$ cat src/rtl/aes_key_scheduler_pkg.sv
// Shared AES definitions: key types, round counts, Rcon, key-schedule FSM
// encoding and the forward S-box (also used by the SubBytes stage).
// Pure declarations; no logic of its own.
package AESDefinitions;

  typedef logic [127:0] key_t;
  typedef logic [127:0] roundKey_t;

  localparam logic [3:0] NUM_ROUNDS     = 4'd10;
  localparam int         NUM_ROUND_KEYS = 11;

  // Entry 0 is never used: round keys 1..10 take Rcon[1..10].
  localparam logic [7:0] RCON [NUM_ROUND_KEYS] = '{
    8'h00, 8'h01, 8'h02, 8'h04, 8'h08, 8'h10, 8'h20, 8'h40, 8'h80, 8'h1b, 8'h36
  };

  typedef enum logic [1:0] {
    IDLE   = 2'd0,
    EXPAND = 2'd1,
    DONE   = 2'd2
  } keySchedState_t;

  // Forward S-box, byte 0x00 in the most significant position.
  localparam logic [2047:0] SBOX_TABLE = {
    128'h637c777bf26b6fc53001672bfed7ab76, 128'hca82c97dfa5947f0add4a2af9ca472c0,
    128'hb7fd9326363ff7cc34a5e5f171d83115, 128'h04c723c31896059a071280e2eb27b275,
    128'h09832c1a1b6e5aa0523bd6b329e32f84, 128'h53d100ed20fcb15b6acbbe394a4c58cf,
    128'hd0efaafb434d338545f9027f503c9fa8, 128'h51a3408f929d38f5bcb6da2110fff3d2,
    128'hcd0c13ec5f974417c4a77e3d645d1973, 128'h60814fdc222a908846eeb814de5e0bdb,
    128'he0323a0a4906245cc2d3ac629195e479, 128'he7c8376d8dd54ea96c56f4ea657aae08,
    128'hba78252e1ca6b4c6e8dd741f4bbd8b8a, 128'h703eb5664803f60e613557b986c11d9e,
    128'he1f8981169d98e949b1e87e9ce5528df, 128'h8ca1890dbfe6426841992d0fb054bb16
  };

  // Byte b sits at bit offset (255-b)*8; ~b == 255-b for an 8-bit value.
  function automatic logic [7:0] sbox(input logic [7:0] b);
    logic [10:0] idx;
    idx  = {~b, 3'b000};
    sbox = SBOX_TABLE[idx +: 8];
  endfunction

endpackage

$ cat src/rtl/aes_key_scheduler_if.sv
// Key handshake and round-key result bundle between key source, scheduler
// and cipher datapath. slave = scheduler side, master = key source side.
// No logic inside.
import AESDefinitions::*;

interface aes_key_scheduler_if;
  logic      key_valid;
  key_t      key;
  logic      key_ready;
  roundKey_t round_keys [NUM_ROUND_KEYS];
  logic      keys_valid;
  logic      busy;

  modport slave (
    input  key_valid, key,
    output key_ready, round_keys, keys_valid, busy
  );

  modport master (
    output key_valid, key,
    input  key_ready, round_keys, keys_valid, busy
  );
endinterface

$ cat src/rtl/aes_key_scheduler_sub_word.sv
// SubWord: four parallel S-box lookups on a 32-bit word.
// Latency: combinational.
// No handshake.
import AESDefinitions::*;

module aes_sub_word (
  input  logic [31:0] word,
  output logic [31:0] subbed
);
  assign subbed = {sbox(word[31:24]), sbox(word[23:16]),
                   sbox(word[15:8]),  sbox(word[7:0])};
endmodule

$ cat src/rtl/aes_key_scheduler.sv
// Iterative AES-128 key expansion: one round key per clock into an 11-entry file.
// Latency: accept at edge N -> rk[k] after edge N+k, keys_valid after edge N+10.
// Backpressure: key_ready low during EXPAND; key_valid ignored until IDLE/DONE.
import AESDefinitions::*;

module aes_key_scheduler (
  input logic            clock,
  input logic            reset,
  aes_key_scheduler_if.slave kif
);

  keySchedState_t state, state_nxt;
  logic [3:0]     rnd;
  key_t           w_q;
  roundKey_t      rk_q [NUM_ROUND_KEYS];

  logic        rdy, done, running, accept;
  logic [31:0] sub_out, t, n0, n1, n2, n3;

  assign accept = rdy && kif.key_valid;

  // RotWord of the last word feeds SubWord.
  aes_sub_word u_sub_word (
    .word   ({w_q[23:0], w_q[31:24]}),
    .subbed (sub_out)
  );

  assign t  = sub_out ^ {RCON[rnd], 24'h0};
  assign n0 = w_q[127:96] ^ t;
  assign n1 = n0 ^ w_q[95:64];
  assign n2 = n1 ^ w_q[63:32];
  assign n3 = n2 ^ w_q[31:0];

  // State register; reset aborts any expansion in flight.
  always_ff @(posedge clock or negedge reset) begin
    if (!reset) state <= IDLE;
    else        state <= state_nxt;
  end

  // Next-state and handshake/status decode.
  always_comb begin
    state_nxt = state;
    rdy       = 1'b0;
    done      = 1'b0;
    running   = 1'b0;
    case (state)
      IDLE: begin
        rdy = 1'b1;
        if (kif.key_valid) state_nxt = EXPAND;
      end
      EXPAND: begin
        running = 1'b1;
        if (rnd == NUM_ROUNDS) state_nxt = DONE;
      end
      DONE: begin
        rdy  = 1'b1;
        done = 1'b1;
        if (kif.key_valid) state_nxt = EXPAND;
      end
      default: state_nxt = IDLE;
    endcase
  end

  // Working word register, round counter and round-key file.
  always_ff @(posedge clock or negedge reset) begin
    if (!reset) begin
      rnd <= 4'd0;
      w_q <= '0;
      for (int i = 0; i < NUM_ROUND_KEYS; i++) rk_q[i] <= '0;
    end else if (accept) begin
      rk_q[0] <= kif.key;
      w_q     <= kif.key;
      rnd     <= 4'd1;
    end else if (state == EXPAND) begin
      rk_q[rnd] <= {n0, n1, n2, n3};
      w_q       <= {n0, n1, n2, n3};
      rnd       <= rnd + 4'd1;
    end
  end

  assign kif.key_ready  = rdy;
  assign kif.keys_valid = done;
  assign kif.busy       = running;
  assign kif.round_keys = rk_q;

endmodule

$ cat src/flat_wrapper.sv
// flat-port wrapper written by rule: the top's interface ports become plain ports
module aes_key_scheduler_flat 
  (clock, reset, kif_key_valid, kif_key, kif_key_ready, kif_round_keys, kif_keys_valid, kif_busy);
  aes_key_scheduler_if kif_i ();
  input logic clock;
  input logic reset;
  input wire logic [$bits(kif_i.key_valid)-1:0] kif_key_valid;
  input wire logic [$bits(kif_i.key)-1:0] kif_key;
  output wire logic [$bits(kif_i.key_ready)-1:0] kif_key_ready;
  output wire logic [$bits(kif_i.round_keys)-1:0] kif_round_keys;
  output wire logic [$bits(kif_i.keys_valid)-1:0] kif_keys_valid;
  output wire logic [$bits(kif_i.busy)-1:0] kif_busy;
  assign kif_i.key_valid = kif_key_valid;
  assign kif_i.key = kif_key;
  assign kif_key_ready = kif_i.key_ready;
  assign kif_round_keys = {>>{kif_i.round_keys}};
  assign kif_keys_valid = kif_i.keys_valid;
  assign kif_busy = kif_i.busy;
  aes_key_scheduler u_core (.clock(clock), .reset(reset), .kif(kif_i));
endmodule
$ cat config.mk
export PLATFORM = sky130hd
export DESIGN_NAME = aes_key_scheduler_flat
export DESIGN_NICKNAME = d
export VERILOG_FILES = /design/src/rtl/aes_key_scheduler_pkg.sv /design/src/rtl/aes_key_scheduler_if.sv /design/src/rtl/aes_key_scheduler_sub_word.sv /design/src/rtl/aes_key_scheduler.sv /design/src/flat_wrapper.sv
export SDC_FILE = /design/constraint.sdc
export NUM_CORES = 2
export LEC_CHECK = 0
export ABC_AREA = 1
export CAP_MARGIN = 20
export CELL_PAD_IN_SITES_DETAIL_PLACEMENT = 0
export CELL_PAD_IN_SITES_GLOBAL_PLACEMENT = 1
export CORE_AREA = 2 2 595 597
export DETAILED_ROUTE_END_ITERATION = 8
export DIE_AREA = 0 0 597 599
export MAX_ROUTING_LAYER = met4
export PLACE_DENSITY = 0.48
export RECOVER_POWER = 100
export REMOVE_ABC_BUFFERS = 1
export SYNTH_ARGS = -nofsm -noshare
export SYNTH_HDL_FRONTEND = slang
export SYNTH_HIERARCHICAL = 1
export SYNTH_SLANG_ARGS = --single-unit
$ cat constraint.sdc
create_clock -name clock -period 4.9 [get_ports clock]
set_input_delay 0.49 -clock clock [delete_from_list [all_inputs] [get_ports clock]]
set_output_delay 0.49 -clock clock [all_outputs]
set_load 0.01 [all_outputs]
# Word level (Yosys, flattened, before mapping)
# Memory sizes are Yosys's and may differ from the RTL's.
# Cells that the tools add are included.
op_classes:
  add_sub_neg: 1
  order_cmp: 2
  n_eq_ne: 5
  shift: 4
  n_mux: 17
  bitwise_logic: 11
  n_reduce_logical: 7
ops:
  columns: ["cell", "n"]
  rows:
  - ["2048-bit by 12-bit variable part select with 8-bit output, first input constant", 4]
  - ["1408-bit bitwise mux", 1]
  - ["1408-bit two-way mux", 1]
  - ["128-bit demux with 4-bit select", 1]
  - ["128-bit two-way mux", 4]
  - ["32-bit bitwise XOR", 5]
  - ["8-bit inverter", 4]
  - ["8-bit two-way mux", 2]
  - ["4-bit two-way mux", 2]
  - ["5-bit >= comparator, second input constant", 1]
  - ["5-bit by 1-bit less-than comparator with 1-bit output, second input constant", 1]
  - ["4-bit inverter with 5-bit output", 1]
  - ["4-bit by 1-bit adder with 4-bit output, second input constant", 1]
  - ["4-bit equality test, second input constant", 1]
  - ["2-bit two-way mux", 2]
  - ["2-bit by 1-bit != test with 1-bit output, second input constant", 2]
  - ["2-bit one-hot mux with 2 select lines", 1]
  - ["2-bit AND reduction", 2]
  - ["1-bit two-way mux", 3]
  - ["2-bit by 1-bit equality test with 1-bit output, second input constant", 1]
  - ["2-bit equality test, second input constant", 1]
  - ["1-bit logical AND", 2]
  - ["2-bit zero test", 1]
  - ["2-bit nonzero test", 1]
  - ["2 further kinds", 2]
word_totals:
  ff_bits: 1542
  romBits: 128
  input_bits: 131
  output_inout_bits: 1411
  elab_cells: 62
  memories: 1
mem_list:
  columns: ["memory", "words", "width", "rd", "rd_clocked_by_memory_dff", "write_ports", "line_no", "source"]
  rows:
  - ["(no name shown)", 16, 8, 1, 0, 0, "aes_key_scheduler.sv:28", "assign t = sub_out ^ {RCON[rnd], 24'h0};"]

# Longest topological paths before layout
logic_depth:
  depth_word: 12
  ltp_mapped: 26
  ltp_nobuf: 24

# Cells and area by module
# The synthesis kept the hierarchy.
modules_own_cells:
  columns: ["mod", "instances", "cells_each", "area_per_inst_um2"]
  rows:
  - ["aes_key_scheduler", 1, 6081, 58934.0]
  - ["aes_sub_word", 1, 2490, 11706.2]

# Worst setup path before layout
# OpenSTA, ideal clock, no wires.
synth_path:
  path_kind: "reg2reg"
  from: "register u_core.w_q[9]"
  to: "register u_core.w_q[19]"
  setup_ns: 0.138
  t_arrival_ns: 3.132
  t_required_ns: 4.762
  slack_ns: 1.630
  path_stages_with_launch: 21
  path_buffers: 2
  period_less_slack_ns: 3.270
  cell_sequence: "dfrtp_1 -> inv_1 -> ha_1 -> inv_1 -> nand2_1 -> buf_2 -> nand3_1 -> nand3_1 -> nand3_1 -> nand3_1 -> nand2_1 -> nand2_1 -> nand2_1 -> xnor2_1 -> nand2_1 -> nand2_1 -> nand2_1 -> nand2_1 -> xor2_1 -> clkbuf_1 -> o211ai_1"
synth_between:
  elab_chain_cells: 9
synth_rtl:
  columns: ["element", "line_no", "source"]
  rows:
  - ["from (decl)", "aes_key_scheduler.sv:14", "key_t w_q;"]
  - ["from (signal assigned)", "aes_key_scheduler.sv:72", "w_q <= kif.key;"]
  - ["from (signal assigned)", "aes_key_scheduler.sv:76", "w_q <= {n0, n1, n2, n3};"]
  - ["8-bit inverter", "aes_key_scheduler_pkg.sv:38", "idx = {~b, 3'b000};"]
  - ["2048-bit by 12-bit variable part select with 8-bit output", "aes_key_scheduler_pkg.sv:39", "sbox = SBOX_TABLE[idx +: 8];"]
  - ["net u_core.sub_out[19]", "aes_key_scheduler.sv:18", "logic [31:0] sub_out, t, n0, n1, n2, n3;"]
  - ["32-bit bitwise XOR", "aes_key_scheduler.sv:28", null]
  - ["32-bit bitwise XOR", "aes_key_scheduler.sv:29", "assign n0 = w_q[127:96] ^ t;"]
  - ["32-bit bitwise XOR", "aes_key_scheduler.sv:30", "assign n1 = n0 ^ w_q[95:64];"]
  - ["32-bit bitwise XOR", "aes_key_scheduler.sv:31", "assign n2 = n1 ^ w_q[63:32];"]
  - ["32-bit bitwise XOR", "aes_key_scheduler.sv:32", "assign n3 = n2 ^ w_q[31:0];"]
  - ["128-bit two-way mux", "aes_key_scheduler.sv:74", "end else if (state == EXPAND) begin"]
  - ["128-bit two-way mux", "aes_key_scheduler.sv:70", "end else if (accept) begin"]
# The timed path passes the listed nets, and every way through them passes these cells. The select of a mux whose other input is x is not followed.
# A chain may end at the register's enable or synchronous reset.

# Worst setup path after layout
layout_path:
  from: "register u_core.state[0]"
  to: "register u_core.rk_q, in the netlist u_core/kif.round_keys[200]"
layout_between:
  elab_chain_cells: 6
  word_cells_on_any_way: 8
  classes_between: "eq/ne (2); mux (1); bitwise (1); reduce/logical (4)"
layout_rtl:
  columns: ["element", "line_no", "source"]
  rows:
  - ["from (decl)", "aes_key_scheduler.sv:12", "keySchedState_t state, state_nxt;"]
  - ["from (signal assigned)", "aes_key_scheduler.sv:37", "else state <= state_nxt;"]
  - ["2-bit equality test / 2-bit zero test (equally long branches)", "aes_key_scheduler.sv:46", "case (state)"]
  - ["2-bit OR reduction (no line)", null, null]
  - ["1-bit two-way mux", "aes_key_scheduler.sv:46", null]
  - ["1-bit logical AND", "aes_key_scheduler.sv:20", "assign accept = rdy && kif.key_valid;"]
  - ["1-bit inverter (no line)", null, null]
  - ["2-bit AND reduction (no line) (*)", null, null]
  - ["to (signal, indexed assignment)", "aes_key_scheduler.sv:75", "rk_q[rnd] <= {n0, n1, n2, n3};"]
  - ["to (decl)", "aes_key_scheduler.sv:15", "roundKey_t rk_q [NUM_ROUND_KEYS];"]
# Mark *: on every way between the ends. The rest lies on a longest branch, timed or not.

==> flow_summary_export.csv <==
group,metric,value,unit
global_route,grt_max_degree,163,
logic_synthesis,synthFlopType,"dfrtp_1",
logic_synthesis,async_flop_share,100.0,%
global_route,overflow,0,
run_status,status,"complete, but fails checks",
clock_network,cts_inserted_buffers,195,
detailed_routing,antenna_left,0,
setup_path,startpoint_type,"flop",
detailed_routing,first_pass_iters,6,
detailed_routing,num_vias,68450,
clock_network,cts_tree,"yes",
logic_synthesis,seq_area_frac_synth,54.62,%
floorplanning,die-area,0.3576,sq mm
floorplanning,fp.dieH,599,um
layout,layout-drive-gt1-share,6.638,%
layout,area_growth,38.35,%
global_route,antenna_found_initial,61,
placement,gp_congestion,0.9241,
clock_network,cts.clk_slew.worst_paths,0.06,ns
run_status,violations,"max-capacitance violations, max-slew violations",
setup_path,critical_path_arrival,5.48,ns
floorplanning,die_x,597,um
setup_path,r2r-start,"u_core/state[0]$_DFFE_PN0P_",
floorplanning,core,0.3513,sq mm
logic_synthesis,ys_types,43,
layout,nets,10140,
timing,slew_violations,926,
global_route,grt_pass1_wl,589300,um
floorplanning,io_pins,1542,
logic_synthesis,ys_warn_count,6,
global_route,grt_pass1_vias,67410,
logic_synthesis,syn_avg_cell_area,8.242,sq um
floorplanning,rows,218,
logic_synthesis,synth_cells,8571,
worst_hold_path,hold_path_depth,3,
placement,portBuffers,1541,
timing,rsz0062_at_grt,"no",
layout,fillCellCount,37950,
detailed_routing,drtIter0Drc,6025,
clock_network,htreeDepth,4,
clock_network,cts_resized,0,
detailed_routing,vias_per_cell,4.637,
setup_path,cp.required,5.62,ns
worst_hold_path,hold_class,"in -> reg",
floorplanning,initial_core_util,20.11,%
setup_path,critPathCaptureType,"flop",
worst_hold_path,worst_hold_startpoint,"kif_key[62]",
setup_path,path_class,"reg -> reg",
timing,fin_crit,4.762,ns
timing,hold_violations,0,
layout,final_area,0.09773,sq mm
timing,clock_skew,0.06457,ns
setup_path,cp_max_fo,75,
clock_network,clock_sinks,1542,
timing,setup_slack,0.1377,ns
placement,dp_hpwl,308100,um
logic_synthesis,synth_area_leaders,"dfrtp_1 (55%), nand2_1 (16%), o21ai_0 (9.4%)",
setup_path,reg2reg_slack,0.14,ns
detailed_routing,drc_errors,0,
detailed_routing,finalWirelength,431300,um
detailed_routing,wire_per_inst,29.22,um
global_route,grt_util_all_layers,24.03,%
timing,setup-violations-final,0,
logic_synthesis,synth_area,0.07064,sq mm
flow_run,cap_viol_max_count,11,
timing,worstMarginPinSlew,3.710,ns
logic_synthesis,yosysMostFrequentCell,"nand2_1",
setup_path,reg2reg_depth,9,
setup_path,r2r_end,"u_core/kif.round_keys[200]$_DFFE_PN0P_",
clock_network,cts_root_buf,"clkbuf_16",
layout,fin_util,27.82,%
placement,pre_cts_ws,0.4631,ns
placement,postPlaceCellArea,0.09177,sq mm
worst_hold_path,holdPathEnd,"u_core/kif.round_keys[1342]$_DFFE_PN0P_",
logic_synthesis,yosys-top-cells-count,"nand2_1 (2919), dfrtp_1 (1542), o21ai_0 (1322)",
timing,hold-worst-slack,0.2185,ns
clock_network,cts.path.max_buffers,4,
timing,post-route-period-util,97.19,%
clock_network,clk_latency,0.90,ns
logic_synthesis,synth_top_area_share,54.62,%
logic_synthesis,synth-seq-cells,1542,
timing,timing.fmax,210.0,MHz
timing,relSlewSlack,-147.3,%
logic_synthesis,synth-edff-count,0,
logic_synthesis,synth_area_leader_cell,"dfrtp_1",
## stage by stage
stage / TNS, ns / std cells
after floorplan: -322.68 / 7883
after global placement: 0 / 14360
after detailed placement: 0 / 14360
after CTS: 0 / 14710
after global routing: 0 / 14740
final: 0 / 14760
## worst max-delay path: stages (launching register included)
cell and delay [ns]:
dfrtp_1 0.40, inv_2 0.08, nor2_1 1.00, nand2_1 0.26, nor2_2 0.15, clkbuf_1 1.09
inv_6 0.55, buf_8 0.46, nand2_1 0.14, o21ai_0 0.09
## per-layer routing
layer | global-route usage [%] | part of all wire (%) | vias to the layer above
met4 | 5.339 | 2.3 | 0
met3 | 5.011 | 6.8 | 401
met1 | 30.76 | 44 | 34470
met5 | - | 0 | -
li1 | - | - | 31010
met2 | 38.88 | 47 | 2564
## repair_timing
| item | 4_1_cts | 5_1_grt |
|---|---|---|
| buffers inserted | 0 | 0 |
| endpoints found under the hold margin | 56 | 0 |
| hold buffers | 1 | 0 |
## flip-flops by register name, summed over array words and instances, names as in the netlist
signal and cells:
u_core/rnd 4, u_core/w_q 128, u_core/state 2, u_core/kif.round_keys 1408
## worst max path at each step
| stage | from | endpoint | slack [ns] | cells past startpoint |
|---|---|---|---|---|
| final | u_core/state[0]$_DFFE_PN0P_ | u_core/kif.round_keys[200]$_DFFE_PN0P_ | 0.14 | 9 |
| after global routing | u_core/w_q[24]$_DFFE_PN0P_ | u_core/w_q[99]$_DFFE_PN0P_ | 0.003 | 16 |
| after CTS | u_core/w_q[24]$_DFFE_PN0P_ | u_core/kif.round_keys[7]$_DFFE_PN0P_ | 0.40 | 18 |
| after detailed placement | u_core/w_q[24]$_DFFE_PN0P_ | u_core/kif.round_keys[1287]$_DFFE_PN0P_ | 0.46 | 18 |
| after global placement | u_core/w_q[24]$_DFFE_PN0P_ | u_core/w_q[1]$_DFFE_PN0P_ | 0.41 | 19 |
| after floorplan | kif_key_valid | u_core/kif.round_keys[1312]$_DFFE_PN0P_ | -2.77 | 6 |
## cell usage in the layout (no fill, tap or decap), types with 91 or more instances in the layout
master,instances
nand2_1,2927
dfrtp_1,1535
dlygate4sd3_1,1411
o21ai_0,1342
nand3_1,1111
inv_1,307
clkbuf_16,196
buf_4,171
nor2_1,154
clkdlybuf4s50_1,130
clkbuf_1,96
a21oi_1,91
## cell type report
class                      count  area, sq um  share of cell area (%)
inverter                     348         1378                   1.410
clock inverter                59        818.3                  0.8373
sequential                  1542        38600                   39.49
timing repair buffer        1861        17810                   18.22
multi-input combinational   5993        27460                   28.10
clock buffer                 290         5768                   5.902
tap                         4620         5781                   5.915
antenna                       49        122.6                  0.1255
## logic make-up after synthesis
family	share of synthesized area (%)
DFF	54.62
buffers and inverters	6.562
AOI/OAI and AO/OA	12.08
and+or+nand+nor	25.05
adders and majority gates	1.116
xor gates and xnor gates	0.5686
Power is not shown: default switching activity piles up to over one toggle a cycle in this logic, so the estimate is an artifact.
